`config.mk`:
```
export PLATFORM = sky130hd
export DESIGN_NAME = phase_sequencer
export DESIGN_NICKNAME = d
export VERILOG_FILES = /design/src/rtl/phase_sequencer_pkg.sv /design/src/rtl/phase_sequencer_next_sel.sv /design/src/rtl/phase_sequencer.sv
export SDC_FILE = /design/constraint.sdc
export NUM_CORES = 1
export LEC_CHECK = 0
export ABC_AREA = 1
export CAP_MARGIN = 20
export CORE_AREA = 2 2 96 98
export CTS_BUF_LIST = sky130_fd_sc_hd__clkbuf_16
export CTS_CLUSTER_SIZE = 40
export DETAILED_ROUTE_END_ITERATION = 10
export DIE_AREA = 0 0 98 100
export PLACE_DENSITY = 0.83
export SLEW_MARGIN = 20
export SYNTH_ARGS = -nofsm -noshare
export SYNTH_HDL_FRONTEND = slang
export SYNTH_SLANG_ARGS = --single-unit
```
`constraint.sdc`:
```
create_clock -name i_clk -period 1.8 [get_ports i_clk]
set_input_delay 0.45 -clock i_clk [delete_from_list [all_inputs] [get_ports i_clk]]
set_output_delay 0.45 -clock i_clk [all_outputs]
set_load 0.1 [all_outputs]
```
`src/rtl/phase_sequencer_pkg.sv`:
```
// phase_sequencer_pkg
//   Shared constants for the RockWave instruction phase sequencer:
//   named phase positions, default phase count, top-level state encoding.
package phase_sequencer_pkg;

  localparam int PH_FETCH     = 0;
  localparam int PH_DECODE    = 1;
  localparam int PH_EXECUTE   = 2;
  localparam int PH_MEMACCESS = 3;
  localparam int PH_WRITEBACK = 4;

  localparam int DEF_NUM_PHASE = 5;

  typedef enum logic {
    ST_RUN  = 1'b0,
    ST_HALT = 1'b1
  } seq_state_t;

endpackage

```
`src/rtl/phase_sequencer_next_sel.sv`:
```
// phase_sequencer_next_sel
//   Purely combinational successor search for the one-hot phase vector.
//   Ports:
//     i_current  : one-hot active phase
//     i_skip     : per-phase bypass mask (bit 0 never matters, FETCH is below everything)
//     o_next     : one-hot of the lowest non-skipped phase above the current one,
//                  or FETCH when none exists
//     o_boundary : no later phase remains; the instruction ends on this advance
module phase_sequencer_next_sel
  import phase_sequencer_pkg::*;
#(
  parameter int NUM_PHASE = DEF_NUM_PHASE
) (
  input  logic [NUM_PHASE-1:0] i_current,
  input  logic [NUM_PHASE-1:0] i_skip,
  output logic [NUM_PHASE-1:0] o_next,
  output logic                 o_boundary
);

  logic [NUM_PHASE-1:0] w_above;
  logic                 w_seen;
  logic                 w_found;

  // w_above marks every bit strictly above the active phase.
  always_comb begin
    w_above = '0;
    w_seen  = 1'b0;
    for (int k = 0; k < NUM_PHASE; k++) begin
      w_above[k] = w_seen;
      w_seen     = w_seen | i_current[k];
    end
  end

  always_comb begin
    o_next  = '0;
    w_found = 1'b0;
    for (int k = 0; k < NUM_PHASE; k++) begin
      if (!w_found && w_above[k] && !i_skip[k]) begin
        o_next[k] = 1'b1;
        w_found   = 1'b1;
      end
    end
    o_boundary = !w_found;
    if (!w_found) o_next[PH_FETCH] = 1'b1;
  end

endmodule

```
`src/rtl/phase_sequencer.sv`:
```
// phase_sequencer
//   Multi-cycle instruction phase sequencer with per-phase stall, phase
//   skipping, flush to FETCH, halt at instruction boundaries and
//   retire/stall counters. All outputs are registered.
//   Ports:
//     i_clk, i_rst_n : clock, async active-low reset
//     i_stall        : hold phase k while it is current
//     i_skip         : bypass phase k on the next advance
//     i_flush        : abandon instruction, return to FETCH (ignored in HALT)
//     i_halt_req     : park in HALT at the next boundary; release resumes
//     o_current      : one-hot active phase, zero while halted
//     o_phase_idx    : binary index of o_current, zero while halted
//     o_halted       : parked in HALT
//     o_retire       : one-cycle pulse after an instruction completes
//     o_retire_cnt   : completed instruction count (wraps)
//     o_stall_cnt    : stalled cycle count (wraps)
//
//   state   | meaning
//   ST_RUN  | walking phases, o_current one-hot
//   ST_HALT | parked between instructions, o_current zero
module phase_sequencer
  import phase_sequencer_pkg::*;
#(
  parameter int NUM_PHASE = DEF_NUM_PHASE,
  parameter int CNT_W     = 32,
  parameter int PIDX_W    = 4
) (
  input  logic                 i_clk,
  input  logic                 i_rst_n,
  input  logic [NUM_PHASE-1:0] i_stall,
  input  logic [NUM_PHASE-1:0] i_skip,
  input  logic                 i_flush,
  input  logic                 i_halt_req,
  output logic [NUM_PHASE-1:0] o_current,
  output logic [PIDX_W-1:0]    o_phase_idx,
  output logic                 o_halted,
  output logic                 o_retire,
  output logic [CNT_W-1:0]     o_retire_cnt,
  output logic [CNT_W-1:0]     o_stall_cnt
);

  localparam logic [NUM_PHASE-1:0] ONEHOT_FETCH = NUM_PHASE'(1) << PH_FETCH;

  seq_state_t           r_state;
  logic [NUM_PHASE-1:0] r_current;
  logic [PIDX_W-1:0]    r_phase_idx;
  logic                 r_retire;
  logic [CNT_W-1:0]     r_retire_cnt;
  logic [CNT_W-1:0]     r_stall_cnt;

  seq_state_t           w_state_nxt;
  logic [NUM_PHASE-1:0] w_cur_nxt;
  logic [PIDX_W-1:0]    w_idx_nxt;
  logic                 w_retire_nxt;
  logic                 w_stall_inc;
  logic [NUM_PHASE-1:0] w_adv;
  logic                 w_boundary;
  logic                 w_stalled;

  phase_sequencer_next_sel #(.NUM_PHASE(NUM_PHASE)) u_next_sel (
    .i_current  (r_current),
    .i_skip     (i_skip),
    .o_next     (w_adv),
    .o_boundary (w_boundary)
  );

  assign w_stalled = |(i_stall & r_current);

  always_comb begin
    w_state_nxt  = r_state;
    w_cur_nxt    = r_current;
    w_retire_nxt = 1'b0;
    w_stall_inc  = 1'b0;
    case (r_state)
      ST_RUN: begin
        if (i_flush) begin
          w_cur_nxt = ONEHOT_FETCH;
        end else if (w_stalled) begin
          w_stall_inc = 1'b1;
        end else if (w_boundary) begin
          w_retire_nxt = 1'b1;
          if (i_halt_req) begin
            w_state_nxt = ST_HALT;
            w_cur_nxt   = '0;
          end else begin
            w_cur_nxt = ONEHOT_FETCH;
          end
        end else begin
          w_cur_nxt = w_adv;
        end
      end
      ST_HALT: begin
        if (!i_halt_req) begin
          w_state_nxt = ST_RUN;
          w_cur_nxt   = ONEHOT_FETCH;
        end
      end
      default: begin
        w_state_nxt = ST_RUN;
        w_cur_nxt   = ONEHOT_FETCH;
      end
    endcase
  end

  // Index is encoded from the next one-hot so it is registered alongside it.
  always_comb begin
    w_idx_nxt = '0;
    for (int k = 0; k < NUM_PHASE; k++) begin
      if (w_cur_nxt[k]) w_idx_nxt = PIDX_W'(k);
    end
  end

  always_ff @(posedge i_clk or negedge i_rst_n) begin
    if (!i_rst_n) begin
      r_state      <= ST_RUN;
      r_current    <= ONEHOT_FETCH;
      r_phase_idx  <= '0;
      r_retire     <= 1'b0;
      r_retire_cnt <= '0;
      r_stall_cnt  <= '0;
    end else begin
      r_state     <= w_state_nxt;
      r_current   <= w_cur_nxt;
      r_phase_idx <= w_idx_nxt;
      r_retire    <= w_retire_nxt;
      if (w_retire_nxt) r_retire_cnt <= r_retire_cnt + CNT_W'(1);
      if (w_stall_inc)  r_stall_cnt  <= r_stall_cnt + CNT_W'(1);
    end
  end

  assign o_current    = r_current;
  assign o_phase_idx  = r_phase_idx;
  assign o_halted     = (r_state == ST_HALT);
  assign o_retire     = r_retire;
  assign o_retire_cnt = r_retire_cnt;
  assign o_stall_cnt  = r_stall_cnt;

endmodule

```
==> results.py, run 1 <==
metrics = {
    "floorplanning": {
        "ios": 89,
        "row_count": 35,
        "die_y_um": 100,
        "die_x_um": 98,
        "initial_utilization": 0.501,
        "die_area_um2": 9800,
        "coreArea_um2": 8890,
    },
    "drt": {
        "vias_per_cell": 5.39,
        "dr_total_vias": 4549,
        "wl_per_cell_um": 15.0,
        "wl_mm": 12.7,
        "drt-pass1-iter-count": 6,
        "drt_iter0_markers": 233,
        "drc": 0,
        "antenna_left": 0,
    },
    "logic_synthesis": {
        "yosys_register_bits": 73,
        "yosys.area_share.simple": 0.404,
        "synth_top_family_by_area": "simple AND/OR/NAND/NOR gates",
        "synth_cell_type_count": 34,
        "yosys-top-cells-area": "dfrtp_1 (40%), nand2_1 (21%), nor2_1 (6.1%)",
        "synth_most_common_cell": "nand2_1",
        "synthMuxAreaShare": 0,
        "yosys.area_share.xor_xnor": 0.0768,
        "syn_inst": 618,
        "synth_fa_ha_area_frac": 0.00562,
        "yosysTopAreaCell": "dfrtp_1",
        "synth_ff_type": "dfrtp_1",
        "ys_warn_count": 0,
        "async_reset_ff_frac": 1.00,
        "synth_enable_flop_cells": 0,
        "syn_area_um2": 4450,
        "synth_nets": 634,
        "synth_commonest_cells": "nand2_1 (248), dfrtp_1 (72), nor2_1 (72)",
        "synth-compound-area-share": 0.0430,
        "ys_seq_area_frac": 0.411,
        "avgSynthCellArea_um2": 7.20,
        "synth_top_area_share": 0.405,
    },
    "sta": {
        "fin_worst_hold_slack_ns": 0.152,
        "timing.fmax_ghz": 0.566,
        "setup_viol": 0,
        "rsz0062_at_grt": "true",
        "hold_violations": 0,
        "setup_ws_ns": 0.0323,
        "fin_skew_ns": 0.00498,
        "fin_setup_tns_ns": 0,
        "slew_violations": 0,
        "period_share": 0.982,
        "fin_crit_ns": 1.77,
    },
    "global_routing": {
        "grt_pass1_vias": 4480,
        "grt_usage": 0.269,
        "antenna_found_initial": 0,
        "grt_max_degree": 74,
        "overflow": 0,
        "grt_pass1_wl_mm": 21.3,
    },
    "clock_tree": {
        "clk_pin_slew_ns": 0.06,
        "cts_buffers": 9,
        "root_buffer": "clkbuf_16",
        "htree_num_levels": 3,
        "clock_path_buffers": 2,
        "postCtsHoldBufs": 0,
        "insertion_delay_ns": 0.33,
        "cts_tree": "done",
        "cts.sinks": 73,
    },
    "setup_path": {
        "arrival_ns": 2.02,
        "critPathRequiredTime_ns": 2.05,
        "critPathLaunchType": "register",
        "timing.reg2reg.worst_path_depth": 10,
        "reg2reg_to": "o_stall_cnt[11]",
        "r2r_slack_ns": 0.03,
        "worst-setup-path-type": "reg -> reg",
        "cp_slowest_cell": "dfstp_4",
        "critPathMaxStageDelay_ns": 0.65,
        "crit_top_cell": "buf_4",
        "reg2reg_from": "o_current[0]",
        "crit_start": "o_current[0]",
        "crit_path_max_fanout": 4,
        "end_kind": "register",
        "path_cells": "nand2_2 > nand3_2 > buf_4 > o21bai_4 > buf_6 > nor2_4 > nand2_4 > buf_4 > nor2_2 > xor2_1",
    },
    "placement": {
        "io_buffers": 86,
        "dp_hpwl_mm": 9.22,
        "pre_cts_ws_ns": -0.244,
        "gp_congestion": 0.948,
    },
    "finish": {
        "multi_input_area_um2": 2440,
        "fill_cells": 640,
        "diodes": 0,
        "register_area_um2": 1920,
        "area_delta_synth_final_pct": 52.4,
        "drive_gt1_frac": 0.326,
        "nets": 745,
    },
    "job": {
        "max_cap_violations": 0,
    },
    "status": {
        "status": "finished, final reports clean",
    },
    "power_and_ir_drop": {
        "ir_drop_mv": 1.26,
        "powerDensity_nw_per_um2": 1150,
        "leakagePower_uw": 0.00297,
    },
    "hold_path": {
        "min_path_type": "in -> async",
    },
}
## per-layer routing
layer,GRT usage,routed length (um),vias to the layer above,part of all wire
met5,0,0,-,0
met4,0.101,301,0,0.024
met3,0.0404,851,38,0.067
met2,0.459,6450,204,0.51
met1,0.347,5070,2146,0.40
li1,-,-,2161,-
## layout make-up
type,count,share of cell area
clock buffer,9,0.0332
clock inverter,6,0.00517
inverter,49,0.0271
multi-input combinational,484,0.360
sequential,73,0.283
tap,111,0.0205
timing repair buffer,112,0.271
## power by group
group | total, uW | internal (uW) | switching [uW]
sequential | 2410 | 1940 | 462
clock | 1610 | 918 | 693
combinational | 3780 | 1310 | 2470
total | 7800 | 4170 | 3630
## logic make-up after synthesis
| logic type | after synthesis |
|---|---|
| simple gates | 409 |
| flops | 73 |
| buf+inv | 61 |
| xor+xnor | 39 |
| compound gates | 33 |
| fa+ha+maj | 2 |
| other cells | 1 |
## placed cells by master (no fill, tap or decap), types with 2 or more instances in the layout
master | Yosys | layout
nand2_2 | 6 | 8
nor3_1 | 16 | 12
a21oi_1 | 4 | 3
o21ai_2 | 0 | 2
clkinv_2 | 0 | 2
nand3_1 | 20 | 20
nor2_1 | 72 | 65
clkinv_1 | 0 | 2
nand2_4 | 1 | 2
nor2_4 | 4 | 5
nand3_2 | 3 | 3
xnor2_1 | 16 | 16
dfrtp_4 | 0 | 4
inv_2 | 12 | 12
nor3_2 | 3 | 6
nor3_4 | 2 | 3
buf_4 | 6 | 21
nand2_1 | 248 | 245
nor2_2 | 9 | 15
buf_12 | 0 | 77
dfrtp_2 | 0 | 59
o21ai_0 | 8 | 5
o21ai_1 | 15 | 16
a21boi_0 | 3 | 3
clkdlybuf4s50_1 | 0 | 11
nand3b_1 | 11 | 11
xor2_1 | 23 | 23
inv_1 | 37 | 37
dfrtp_1 | 72 | 9
nand4_1 | 11 | 11
clkbuf_16 | 0 | 9
## stage by stage
step	power, uW	utilization	instance area (um2)	instances
detailed placement	6160	0.718	6390	823
CTS	7780	0.748	6650	838
floorplan	4640	-	4540	618
finish	7800	0.763	6780	844
global route	8090	0.763	6780	844
global placement	6100	0.718	6390	823
## registers in the layout, indices dropped and copies added, names as in the netlist
signal,cells
o_current,4
o_retire,1
o_phase_idx,3
o_stall_cnt,32
o_halted,1
o_retire_cnt,32
## how the worst max path moves through the flow
stage,endpoint,slack (ns),cells past startpoint
after global routing,o_retire_cnt[10],-0.06,11
after detailed placement,o_retire_cnt[7],-0.24,11
final,o_stall_cnt[11],0.03,10
after global placement,o_retire_cnt[17],-0.22,10
after floorplan,o_retire_cnt[31],0.006,9
after CTS,o_retire_cnt[7],0.01,12
## worst max-delay path, delay by kind of cell (launching register included)
family,cells,cell delay (ns)
buf+inv,3,0.39
compound gates,1,0.08
simple gates,5,0.43
flops,1,0.65
xor+xnor,1,0.14
## what timing repair did
action                                  4_1_cts  5_1_grt
resized for setup                             1       27
endpoints found under the setup margin        1       42
gates cloned                                  0        0
pin swaps                                     0        9
hold endpoints to repair                      0        0
setup buffers                                 0        6
No activity file was read; power rests on OpenSTA's default activity.
==> inputs of run 2 (changes only) <==
--- a/config.mk
+++ b/config.mk
@@ -7,12 +7,12 @@
 export LEC_CHECK = 0
 export ABC_AREA = 1
 export CAP_MARGIN = 20
-export CORE_AREA = 2 2 96 98
+export CORE_AREA = 2 2 101 103
 export CTS_BUF_LIST = sky130_fd_sc_hd__clkbuf_16
 export CTS_CLUSTER_SIZE = 40
 export DETAILED_ROUTE_END_ITERATION = 10
-export DIE_AREA = 0 0 98 100
-export PLACE_DENSITY = 0.83
+export DIE_AREA = 0 0 103 105
+export PLACE_DENSITY = 0.79
 export SLEW_MARGIN = 20
 export SYNTH_ARGS = -nofsm -noshare
 export SYNTH_HDL_FRONTEND = slang
==> constraint.sdc (replaced) <==
create_clock -name i_clk -period 1.49 [get_ports i_clk]
set_input_delay 0.3725 -clock i_clk [delete_from_list [all_inputs] [get_ports i_clk]]
set_output_delay 0.3725 -clock i_clk [all_outputs]
set_load 0.1 [all_outputs]
==> results.py, run 2 (synthesis results as in run 1) <==
metrics = {
    "sta": {
        "timing.fmax_ghz": 0.564,
        "fin_skew_ns": 0.00676,
        "fin_setup_tns_ns": -13.85,
        "setup_viol": 86,
        "slew_violations": 0,
        "rsz0062_at_grt": "true",
        "setup_ws_ns": -0.284,
        "fin_crit_ns": 1.77,
        "hold_violations": 0,
        "period_share": 1.19,
    },
    "setup_path": {
        "crit_cells": 9,
        "end_kind": "register",
        "critPathMaxStageDelay_ns": 0.51,
        "crit_path_max_fanout": 5,
        "critical-path-top-delay-family": "compound AO/OA/AOI/OAI gates",
        "arrival_ns": 2.03,
        "crit_top_cell": "buf_6",
        "worst-setup-path-type": "reg -> reg",
        "critPathLaunchType": "register",
        "path_cells": "nand2_2 > nand3_4 > buf_6 > o21bai_4 > buf_6 > nand2_4 > a21oi_4 > nand2_1 > a21oi_2",
        "critPathRequiredTime_ns": 1.75,
        "cp_slowest_cell": "dfrtp_4",
        "worst-path-buf-inv": 2,
        "timing.reg2reg.worst_path_depth": 9,
    },
    "hold_path": {
        "min_path_type": "in -> async",
    },
    "global_routing": {
        "antenna_found_initial": 0,
        "grt_pass1_vias": 5138,
        "grt_max_degree": 74,
        "grt_pass1_wl_mm": 25.2,
        "grt_usage": 0.297,
        "overflow": 0,
    },
    "drt": {
        "drc": 0,
        "vias_per_cell": 5.34,
        "dr_total_vias": 5090,
        "wl_per_cell_um": 16.7,
        "drt-pass1-iter-count": 7,
        "wl_mm": 16.0,
        "drt_iter0_markers": 347,
        "antenna_left": 0,
    },
    "power_and_ir_drop": {
        "intPower_uw": 6030,
        "leakagePower_uw": 0.00348,
        "ir_drop_mv": 1.80,
        "seqPwrFrac": 0.266,
        "power_frac_clock": 0.196,
        "p_comb_frac": 0.538,
        "sw_frac_of_total": 0.446,
        "p_switching_uw": 4860,
        "powerDensity_nw_per_um2": 1370,
    },
    "placement": {
        "place_area_um2": 7020,
        "io_buffers": 86,
        "gp_congestion": 0.936,
        "dp_hpwl_mm": 10.0,
        "pre_cts_ws_ns": -0.568,
    },
    "finish": {
        "stdcell_area_um2": 7950,
        "nets": 831,
        "drive_gt1_frac": 0.422,
        "mostFrequentLayoutCells": "nand2_1 (235), buf_12 (79), buf_4 (66)",
        "final_common_cell": "nand2_1",
        "area_delta_synth_final_pct": 78.6,
        "diodes": 0,
        "fin_util": 0.825,
    },
    "floorplanning": {
        "ios": 89,
        "coreArea_um2": 9640,
        "die_area_um2": 10800,
        "row_count": 36,
        "die_x_um": 103,
        "die_y_um": 105,
        "initial_utilization": 0.462,
    },
    "clock_tree": {
        "postCtsHoldBufs": 0,
        "root_buffer": "clkbuf_16",
        "clock_path_buffers": 2,
        "cts_buffers": 9,
        "clk_pin_slew_ns": 0.06,
        "insertion_delay_ns": 0.34,
        "htree_num_levels": 3,
        "cts.sinks": 73,
        "cts_tree": "done",
    },
    "status": {
        "status": "complete, but fails checks",
        "violations": "negative setup slack",
    },
    "job": {
        "max_cap_violations": 0,
    },
}
==> run 2: changes by cell type in the layout (fill, tap and decap cells not counted), moves of 4 or more <==
cell | previous run | this run
buf_4 | 21 | 66
dfrtp_4 | 4 | 41
dfrtp_2 | 59 | 24
buf_6 | 1 | 34
nand2_1 | 245 | 235
nand2_2 | 8 | 17
inv_4 | 0 | 4
nand2_8 | 0 | 4
==> run 2: worst paths after layout <==
check                                     start         endpoint  slack (ns)
worst max-delay path               o_current[1]   o_phase_idx[0]       -0.28
worst min-delay path                    i_rst_n   o_phase_idx[0]        0.03
worst max register to register     o_current[1]   o_phase_idx[0]       -0.28
worst min register to register  o_stall_cnt[18]  o_stall_cnt[18]        0.55
max in group asynchronous               i_rst_n         o_halted        1.04
min in group i_clk              o_stall_cnt[18]  o_stall_cnt[18]        0.55
==> run 2: metrics by stage <==
stage / total power [uW] / hold slack, ns / instances
floorplan: 5850 / 0.0769 / 618
global placement: 7940 / 0.435 / 899
detailed placement: 8060 / 0.441 / 899
CTS: 10700 / 0.0906 / 932
global route: 11200 / 0.0992 / 953
finish: 10900 / 0.0323 / 953
==> run 2: area by class of cell <==
class / count / area [um2]
inverters: 49 / 194
flip-flops and latches: 73 / 2020
multi-input cells: 488 / 2640
well taps: 133 / 166
fillers: 585 / 1690
clock inverters: 7 / 57.6
repair buffers: 194 / 2650
clock buffers: 9 / 225
==> run 2: repair_timing <==
item                                    4_1_cts  5_1_grt
pin swaps                                     7        4
endpoints found under the setup margin      105      100
gates cloned                                  6        0
setup buffers                                15       27
resized for setup                            52       27
==> run 2: layer usage <==
layer / share of wire / track usage / vias to the layer above / routed length [um]
met5: 0 / 0 / - / 0
met4: 0.035 / 0.131 / 0 / 554
met3: 0.076 / 0.0515 / 63 / 1210
met2: 0.50 / 0.485 / 293 / 7990
met1: 0.39 / 0.380 / 2398 / 6200
li1: - / - / 2336 / -
==> run 2: power groups by stage <==
stage	logic, uW	registers, uW	clock network (uW)
after floorplan	929	4920	0
after global routing	6070	2930	2230
after detailed placement	5190	2880	0
final	5850	2900	2140
after CTS	5650	2880	2130
after global placement	5090	2860	0
==> inputs of run 3 (changes only) <==
--- a/config.mk
+++ b/config.mk
@@ -17,3 +17,4 @@
 export SYNTH_ARGS = -nofsm -noshare
 export SYNTH_HDL_FRONTEND = slang
 export SYNTH_SLANG_ARGS = --single-unit
+export TNS_END_PERCENT = 10
==> results.py, run 3 (synthesis results as in run 1) <==
metrics = {
    "floorplanning": {
        "coreArea_um2": 9640,
        "die_x_um": 103,
        "initial_utilization": 0.462,
        "row_count": 36,
        "ios": 89,
        "die_area_um2": 10800,
        "die_y_um": 105,
    },
    "status": {
        "violations": "negative setup slack",
        "status": "complete, but fails checks",
    },
    "finish": {
        "drive_gt1_frac": 0.436,
        "final_common_cell": "nand2_1",
        "diodes": 0,
        "nets": 827,
        "mostFrequentLayoutCells": "nand2_1 (233), buf_12 (79), buf_4 (66)",
        "area_delta_synth_final_pct": 78.6,
        "stdcell_area_um2": 7950,
        "fin_cells": 949,
    },
    "setup_path": {
        "crit_path_max_fanout": 9,
        "arrival_ns": 2.09,
        "critPathRequiredTime_ns": 1.77,
        "cp_slowest_cell": "dfstp_4",
        "critPathMaxStageDelay_ns": 0.50,
        "crit_top_cell": "nand2_1",
        "r2r_slack_ns": -0.32,
        "path_cells": "inv_4 > nand2_4 > nor2_4 > nand2_1 > nand2_2 > nand2_4 > nor2_4 > nand2_8 > nor2_1 > nand2_1 > nand2_1",
        "worst-setup-path-type": "reg -> reg",
        "end_kind": "register",
        "critPathLaunchType": "register",
    },
    "global_routing": {
        "antenna_found_initial": 0,
        "grt_max_degree": 32,
        "grt_pass1_vias": 5039,
        "grt_usage": 0.287,
        "grt_pass1_wl_mm": 24.3,
        "overflow": 0,
    },
    "placement": {
        "gp_congestion": 0.889,
        "io_buffers": 86,
        "dp_hpwl_mm": 10.6,
        "pre_cts_ws_ns": -0.511,
        "dpl.cell_count": 916,
        "place_area_um2": 7070,
    },
    "clock_tree": {
        "cts.sinks": 73,
        "insertion_delay_ns": 0.35,
        "htree_num_levels": 3,
        "cts_buffers": 9,
        "root_buffer": "clkbuf_16",
        "clock_path_buffers": 2,
        "cts_tree": "done",
        "clk_pin_slew_ns": 0.06,
    },
    "sta": {
        "rsz0062_at_grt": "true",
        "setup_viol": 92,
        "fin_skew_ns": 0.00676,
        "timing.fmax_ghz": 0.553,
        "period_share": 1.21,
        "setup_ws_ns": -0.320,
        "hold_violations": 0,
        "slew_violations": 0,
        "fin_crit_ns": 1.81,
    },
    "drt": {
        "drt-pass1-iter-count": 5,
        "drc": 0,
        "drt_iter0_markers": 389,
        "wl_per_cell_um": 16.8,
        "dr_total_vias": 5146,
        "wl_mm": 16.0,
        "vias_per_cell": 5.42,
        "antenna_left": 0,
    },
    "power_and_ir_drop": {
        "powerDensity_nw_per_um2": 1370,
        "leakagePower_uw": 0.00352,
        "ir_drop_mv": 1.92,
    },
    "job": {
        "max_cap_violations": 0,
    },
    "hold_path": {
        "min_path_type": "in -> async",
    },
}
[run 3: cell count changes in the layout (fill, tap and decap cells not counted), sizes merged, moves of 2 or more]
| cell | previous run | this run |
|---|---|---|
| nand2 | 259 | 256 |
| clkbuf | 9 | 11 |
| clkinv | 2 | 4 |
| buf | 182 | 179 |
[run 3: area by class of cell]
class | instances | area (um2)
clock buffer | 9 | 225
clock inverter | 7 | 63.8
fill | 557 | 1690
inverter | 49 | 186
multi-input combinational | 485 | 2700
sequential | 73 | 1970
tap | 133 | 166
timing repair buffer | 193 | 2640
[run 3: timing repair]
item	in CTS	in global routing
setup buffers	4	6
hold buffers	1	0
pin swaps	17	22
cloned	2	4
endpoints found under the hold margin	12	0
resized for setup	61	45
endpoints found under the setup margin	93	98
[run 3: worst paths after layout]
check | from | to | cells past startpoint
max | o_current[0] | o_retire_cnt[18] | 11
min | i_rst_n | o_halted | 2
max reg2reg | o_current[0] | o_retire_cnt[18] | 11
min reg2reg | o_stall_cnt[8] | o_stall_cnt[8] | 1
max in group asynchronous | i_rst_n | o_retire_cnt[2] | 3
min in group i_clk | o_stall_cnt[8] | o_stall_cnt[8] | 1
[run 3: metal layers]
metal  part of all wire  GRT usage  vias to the layer above
li1                   -          -                     2328
met1               0.38      0.362                     2442
met2               0.49      0.461                      298
met3              0.082     0.0763                       78
met4              0.044      0.115                        0
met5                  0          0                        -
[run 3: power by group]
group          leakage (uW)  switching [uW]  internal, uW
Combinational       0.00248            3520          2330
Clock              0.000149             885          1280
Sequential         0.000886             471          2410
Total               0.00352            4880          6020
[run 3: metrics by stage]
stage          total power (uW)   util  hold WS (ns)  setup TNS, ns
3_5_place_dp               8180  0.734         0.333         -27.45
2_1_floorplan              5780      -        0.0769         -11.15
4_1_cts                   10700  0.794         0.523          -8.39
6_report                  10900  0.825         0.515         -11.43
5_1_grt                   11300  0.825         0.549         -17.09
3_3_place_gp               8050  0.734         0.321         -24.66
[run 3: critical path, delay by kind of cell (launching register included)]
kind          cells  cell delay, ns
flops             1            0.50
simple gates     10            1.12
buf+inv           1            0.09
